File: config.mk
export PLATFORM = sky130hd
export DESIGN_NAME = wshb_arbiter2
export DESIGN_NICKNAME = d
export VERILOG_FILES = /design/src/rtl/wshb_arbiter2.sv
export SDC_FILE = /design/constraint.sdc
export NUM_CORES = 1
export LEC_CHECK = 0
export ABC_AREA = 1
export BUFFER_PORTS_ARGS = -buffer_cell sky130_fd_sc_hd__buf_2
export CAP_MARGIN = 40
export CELL_PAD_IN_SITES_DETAIL_PLACEMENT = 0
export CELL_PAD_IN_SITES_GLOBAL_PLACEMENT = 2
export CORE_MARGIN = 3
export CORE_UTILIZATION = 12
export DETAILED_ROUTE_END_ITERATION = 16
export GPL_TIMING_DRIVEN = 0
export PLACE_DENSITY_LB_ADDON = 0.1
export SYNTH_ARGS = -nofsm -noshare
export SYNTH_HDL_FRONTEND = slang
export SYNTH_SLANG_ARGS = --single-unit
export TNS_END_PERCENT = 50
File: constraint.sdc
create_clock -name clk -period 1.5 [get_ports clk]
set_input_delay 0.075 -clock clk [delete_from_list [all_inputs] [get_ports clk]]
set_output_delay 0.075 -clock clk [all_outputs]
set_load 0.005 [all_outputs]
File: src/rtl/wshb_arbiter2.sv
// Two-master, one-slave classic Wishbone arbiter with round-robin ownership
// and forced preemption of an owner after MAX_ACKS acks while the other waits.
module wshb_arbiter2 #(
  parameter int unsigned MAX_ACKS = 64,
  parameter int unsigned AW       = 32
) (
  input  logic          clk,
  input  logic          rst,

  input  logic          m0_cyc,
  input  logic          m0_stb,
  input  logic          m0_we,
  input  logic [3:0]    m0_sel,
  input  logic [AW-1:0] m0_adr,
  input  logic [31:0]   m0_dat_ms,
  output logic [31:0]   m0_dat_sm,
  output logic          m0_ack,

  input  logic          m1_cyc,
  input  logic          m1_stb,
  input  logic          m1_we,
  input  logic [3:0]    m1_sel,
  input  logic [AW-1:0] m1_adr,
  input  logic [31:0]   m1_dat_ms,
  output logic [31:0]   m1_dat_sm,
  output logic          m1_ack,

  output logic          s_cyc,
  output logic          s_stb,
  output logic          s_we,
  output logic [3:0]    s_sel,
  output logic [AW-1:0] s_adr,
  output logic [31:0]   s_dat_ms,
  input  logic [31:0]   s_dat_sm,
  input  logic          s_ack,

  output logic [1:0]    grant
);

  localparam int unsigned CW = $clog2(MAX_ACKS + 1);
  localparam logic [CW-1:0] AcntMax  = CW'(MAX_ACKS);
  localparam logic [CW-1:0] AcntLast = CW'(MAX_ACKS - 1);

  typedef enum logic [1:0] {
    StIdle,
    StGrant0,
    StGrant1,
    StPreempt
  } state_e;

  state_e          r_state, w_state_d;
  logic            r_last, w_last_d;
  logic [CW-1:0]   r_acnt, w_acnt_d;

  logic            w_granted;
  logic            w_sel_m1;

  always_ff @(posedge clk or posedge rst) begin
    if (rst) begin
      r_state <= StIdle;
      r_last  <= 1'b1;
      r_acnt  <= '0;
    end else begin
      r_state <= w_state_d;
      r_last  <= w_last_d;
      r_acnt  <= w_acnt_d;
    end
  end

  always_comb begin
    w_state_d = r_state;
    w_last_d  = r_last;
    w_acnt_d  = r_acnt;

    unique case (r_state)
      StIdle: begin
        if (m0_cyc && (!m1_cyc || r_last)) begin
          w_state_d = StGrant0;
        end else if (m1_cyc) begin
          w_state_d = StGrant1;
        end
      end
      StGrant0: begin
        if (!m0_cyc) begin
          w_state_d = StIdle;
        end else if (s_ack) begin
          if (r_acnt != AcntMax) w_acnt_d = r_acnt + 1'b1;
          // >= so a counter that saturated while m1 was idle still yields once m1 asks
          if (m1_cyc && (r_acnt >= AcntLast)) w_state_d = StPreempt;
        end
      end
      StGrant1: begin
        if (!m1_cyc) begin
          w_state_d = StIdle;
        end else if (s_ack) begin
          if (r_acnt != AcntMax) w_acnt_d = r_acnt + 1'b1;
          if (m0_cyc && (r_acnt >= AcntLast)) w_state_d = StPreempt;
        end
      end
      StPreempt: begin
        if (r_last ? m0_cyc : m1_cyc) begin
          w_state_d = r_last ? StGrant0 : StGrant1;
        end else begin
          w_state_d = StIdle;
        end
      end
      default: w_state_d = StIdle;
    endcase

    if (w_state_d == StGrant0 && r_state != StGrant0) begin
      w_last_d = 1'b0;
      w_acnt_d = '0;
    end else if (w_state_d == StGrant1 && r_state != StGrant1) begin
      w_last_d = 1'b1;
      w_acnt_d = '0;
    end
  end

  assign w_granted = (r_state == StGrant0) || (r_state == StGrant1);
  // Outside a grant the data path parks on the last owner to avoid toggling.
  assign w_sel_m1  = w_granted ? (r_state == StGrant1) : r_last;

  assign s_cyc     = w_granted && (w_sel_m1 ? m1_cyc : m0_cyc);
  assign s_stb     = w_granted && (w_sel_m1 ? m1_stb : m0_stb);
  assign s_we      = w_sel_m1 ? m1_we     : m0_we;
  assign s_sel     = w_sel_m1 ? m1_sel    : m0_sel;
  assign s_adr     = w_sel_m1 ? m1_adr    : m0_adr;
  assign s_dat_ms  = w_sel_m1 ? m1_dat_ms : m0_dat_ms;

  assign m0_ack    = (r_state == StGrant0) && s_ack;
  assign m1_ack    = (r_state == StGrant1) && s_ack;
  assign m0_dat_sm = s_dat_sm;
  assign m1_dat_sm = s_dat_sm;

  assign grant     = {r_state == StGrant1, r_state == StGrant0};

endmodule

==> Flow_metrics.wiki <==
{| class="wikitable"
! Metric !! Value
|-
| WP data required || 1.42 ns
|-
| Worst-skew pair later-pin latency || 0.24 ns
|-
| Number of buffers on the longest clock path || 2
|-
| Die width || 140 um
|-
| Post-synthesis sequential area ratio || 11.7%
|-
| Row count || 48
|-
| Synth warnings || 0
|-
| Crit. Startpoint || r_state[1]
|-
| Std-Cell Core Area || 0.0174 mm2
|-
| Count of port buffers added during placement || 283
|-
| DRT iter0 DRCs || 64
|-
| Synth Area per Inst || 8.33 um2
|-
| Run status || finished with violations
|-
| Nets@finish || 748
|-
| Post-synth top area share || 30.0%
|-
| Number of buffers created by CTS || 3
|-
| Net count of the mapped netlist || 440
|-
| Pre-antenna DRT Iters || 4
|-
| Worst flop-to-flop path startpoint || r_state[1]
|-
| Max rail drop VDD || 950 uV
|-
| Critical Path Sink Type || output port
|-
| Max Slew Vio Count || 0
|-
| GRT Total Usage || 11.9%
|-
| Remaining max-slew budget at the tightest pin || 74.2%
|-
| Hold violation total from the final report || 0
|-
| Post-detailed-route wirelength per cell || 16.5 um
|-
| First-pass GRT wire length || 18000 um
|-
| Maximum number of pins on one net before global-route repair || 11
|-
| Clock edge transition at the registers on the reported setup and hold paths || 0.04 ns
|-
| Count of max-cap constraint violations || 0
|-
| Worst path setup slack after routing || -0.528 ns
|-
| Die Y-Extent || 140 um
|-
| Crit path arrival time || 1.95 ns
|-
| Clock tree from TritonCTS || yes
|-
| Critical path class || reg2out
|-
| Overall power consumption || 8.69 mW
|-
| Critical path fanouts, max || 10
|-
| DRC violation count after routing || 0
|-
| Min-delay worst type || in2out
|-
| Synthesized instance count || 257
|-
| Number of routed nets with antenna violations || 0
|-
| Setup repair after global routing missed its margin || true
|-
| Cell type with the highest aggregate area in the netlist || sky130_fd_sc_hd__mux2_2
|-
| Setup violations, final || 79
|-
| Starting Density || 12.3%
|-
| Leakage power summed over all cells || 2.70 nW
|-
| Relative area change from synthesis to final layout || 125%
|-
| Period Utilization, post-route || 135%
|-
| Number of global-route vias before repair || 2770
|-
| Post-synthesis instance area || 0.00214 mm2
|-
| Clock tree root buffer cell || sky130_fd_sc_hd__clkbuf_16
|-
| Sum of overflow across all layers after global routing || 0
|-
| FF/Latch Area || 253 um2
|-
| Wire length reported by the detailed router || 13000 um
|-
| Fmax achieved || 493 MHz
|-
| Clock sink count || 10
|-
| Initial antenna violation count || 3
|-
| Final clock skew || 0.000726 ns
|-
| Flip-flop and latch count after synthesis || 10
|-
| FILL cells || 1928
|-
| Violations in the final reports || setup timing
|-
| Vias per cell || 3.53
|-
| Fin crit period || 2.03 ns
|-
| Type of element launching the critical path || register
|-
| Total number of H-tree levels || 1
|-
| Layout cells sized above 1 || 87.1%
|-
| Final hold slack || 0.317 ns
|-
| DP Wirelength || 11200 um
|-
| Total area of multi-input combinational cells || 0.00161 mm2
|-
| Via count || 2786
|-
| Worst slew pin tran || 0.387 ns
|-
| Number of distinct library cells after synthesis || 28
|-
| Power density over cell area || 1800 mW/mm2
|-
| Number of top-level pins || 316
|-
| Gp weighted congestion || 0.802
|-
| Top area cells in the synthesized netlist || sky130_fd_sc_hd__mux2_2 30%, sky130_fd_sc_hd__buf_4 22%, sky130_fd_sc_hd__dfrtp_1 11%, sky130_fd_sc_hd__mux2_1 6.8%, sky130_fd_sc_hd__nand2_1 5.1%
|-
| Die area || 0.0195 mm2
|-
| Hold path start || s_dat_sm[25]
|}
==> critical path, cell delays in order, from the launching register on <==
cell and delay (ns):
sky130_fd_sc_hd__dfrtp_2 0.42, sky130_fd_sc_hd__inv_4 0.09, sky130_fd_sc_hd__ha_4 0.22, sky130_fd_sc_hd__o21ai_4 0.19
sky130_fd_sc_hd__buf_12 0.18, sky130_fd_sc_hd__buf_12 0.15, sky130_fd_sc_hd__mux2_2 0.33, sky130_fd_sc_hd__buf_2 0.13
==> sequential cells by signal, indices dropped and copies added (netlist names) <==
signal and count:
r_acnt 7, r_state 2, r_last 1
==> stage by stage <==
| step | worst slack (ns) | setup TNS (ns) | area, um2 | utilization, % | cells |
|---|---|---|---|---|---|
| floorplan | -0.138 | -8.36 | 2270 | - | 257 |
| global placement | -0.552 | -36.46 | 3970 | 22.9 | 765 |
| detailed placement | -0.567 | -37.60 | 3970 | 22.9 | 765 |
| CTS | -0.520 | -37.31 | 4440 | 25.6 | 776 |
| global route | -0.587 | -41.99 | 4810 | 27.7 | 789 |
| finish | -0.528 | -36.94 | 4810 | 27.7 | 790 |
==> report_power, final <==
group	internal (mW)	total [mW]	switching [mW]
Sequential	0.345	0.402	0.0566
Clock	0.356	0.477	0.121
Combinational	4.70	7.81	3.10
Total	5.41	8.69	3.28
==> cell usage after synthesis, drive strengths merged <==
master,instances
xnor2,1
xor2,4
nor2,13
buf,71
o211ai,1
ha,6
nor3,4
o21bai,2
dfrtp,9
dfstp,1
o21ai,4
a21oi,3
nand2,36
inv,25
nand4,1
mux2,70
nand3,6
==> cell type report <==
| cell class | instances | share of cell area, % |
|---|---|---|
| Buffer | 71 | 12.9 |
| Multi-Input combinational cell | 151 | 33.4 |
| Tap cell | 225 | 5.85 |
| Clock buffer | 4 | 1.64 |
| Timing Repair Buffer | 303 | 38.9 |
| Inverter | 25 | 2.05 |
| Sequential cell | 10 | 5.25 |
| Antenna cell | 1 | 0.0520 |
==> worst paths after layout <==
| check | end | depth (start not counted) | slack [ns] |
|---|---|---|---|
| max in group asynchronous | r_last | 3 | 0.83 |
| min reg2reg | r_last | 2 | 0.50 |
| min in group asynchronous | r_state[0] | 3 | 0.36 |
| max | s_adr[6] | 7 | -0.53 |
| min | m1_dat_sm[25] | 2 | 0.32 |
| max reg2reg | r_acnt[3] | 11 | -0.30 |
==> what timing repair did <==
action	CTS	global route
cloned	0	3
gates resized for setup	68	53
endpoints found under the setup margin	79	81
hold endpoints to repair	9	0
pin swaps	4	17
hold buffers	1	0
buffers inserted	6	10
==> cell usage in the layout (no fill, tap or decap), types with 6 or more instances in the layout <==
cell type                     n
sky130_fd_sc_hd__buf_12       8
sky130_fd_sc_hd__buf_2      247
sky130_fd_sc_hd__buf_4       76
sky130_fd_sc_hd__buf_6       39
sky130_fd_sc_hd__clkbuf_16    6
sky130_fd_sc_hd__dfrtp_1      8
sky130_fd_sc_hd__inv_1       19
sky130_fd_sc_hd__mux2_2      10
sky130_fd_sc_hd__mux2_4      57
sky130_fd_sc_hd__nand2_1     18
sky130_fd_sc_hd__nand2_2     16
sky130_fd_sc_hd__nor2_2       8
==> routing by layer <==
layer | part of all wire (%) | global-route usage, %
met1 | 36 | 12.7
met2 | 55 | 23.6
met3 | 6.5 | 2.75
met4 | 1.5 | 2.45
met5 | 0.31 | 0
==> cell families after synthesis <==
family                   count (synthesis)  share of synthesized area (%)
AND/OR/NAND/NOR                         60                           14.6
XOR/XNOR                                 5                           2.05
multiplexers                            70                           36.8
AO/OA/AOI/OAI                           10                           2.86
buffers and inverters                   96                           28.5
adder cells (fa/ha/maj)                  6                           3.51
flip-flops                              10                           11.7
No activity file was read; power rests on OpenSTA's default activity.
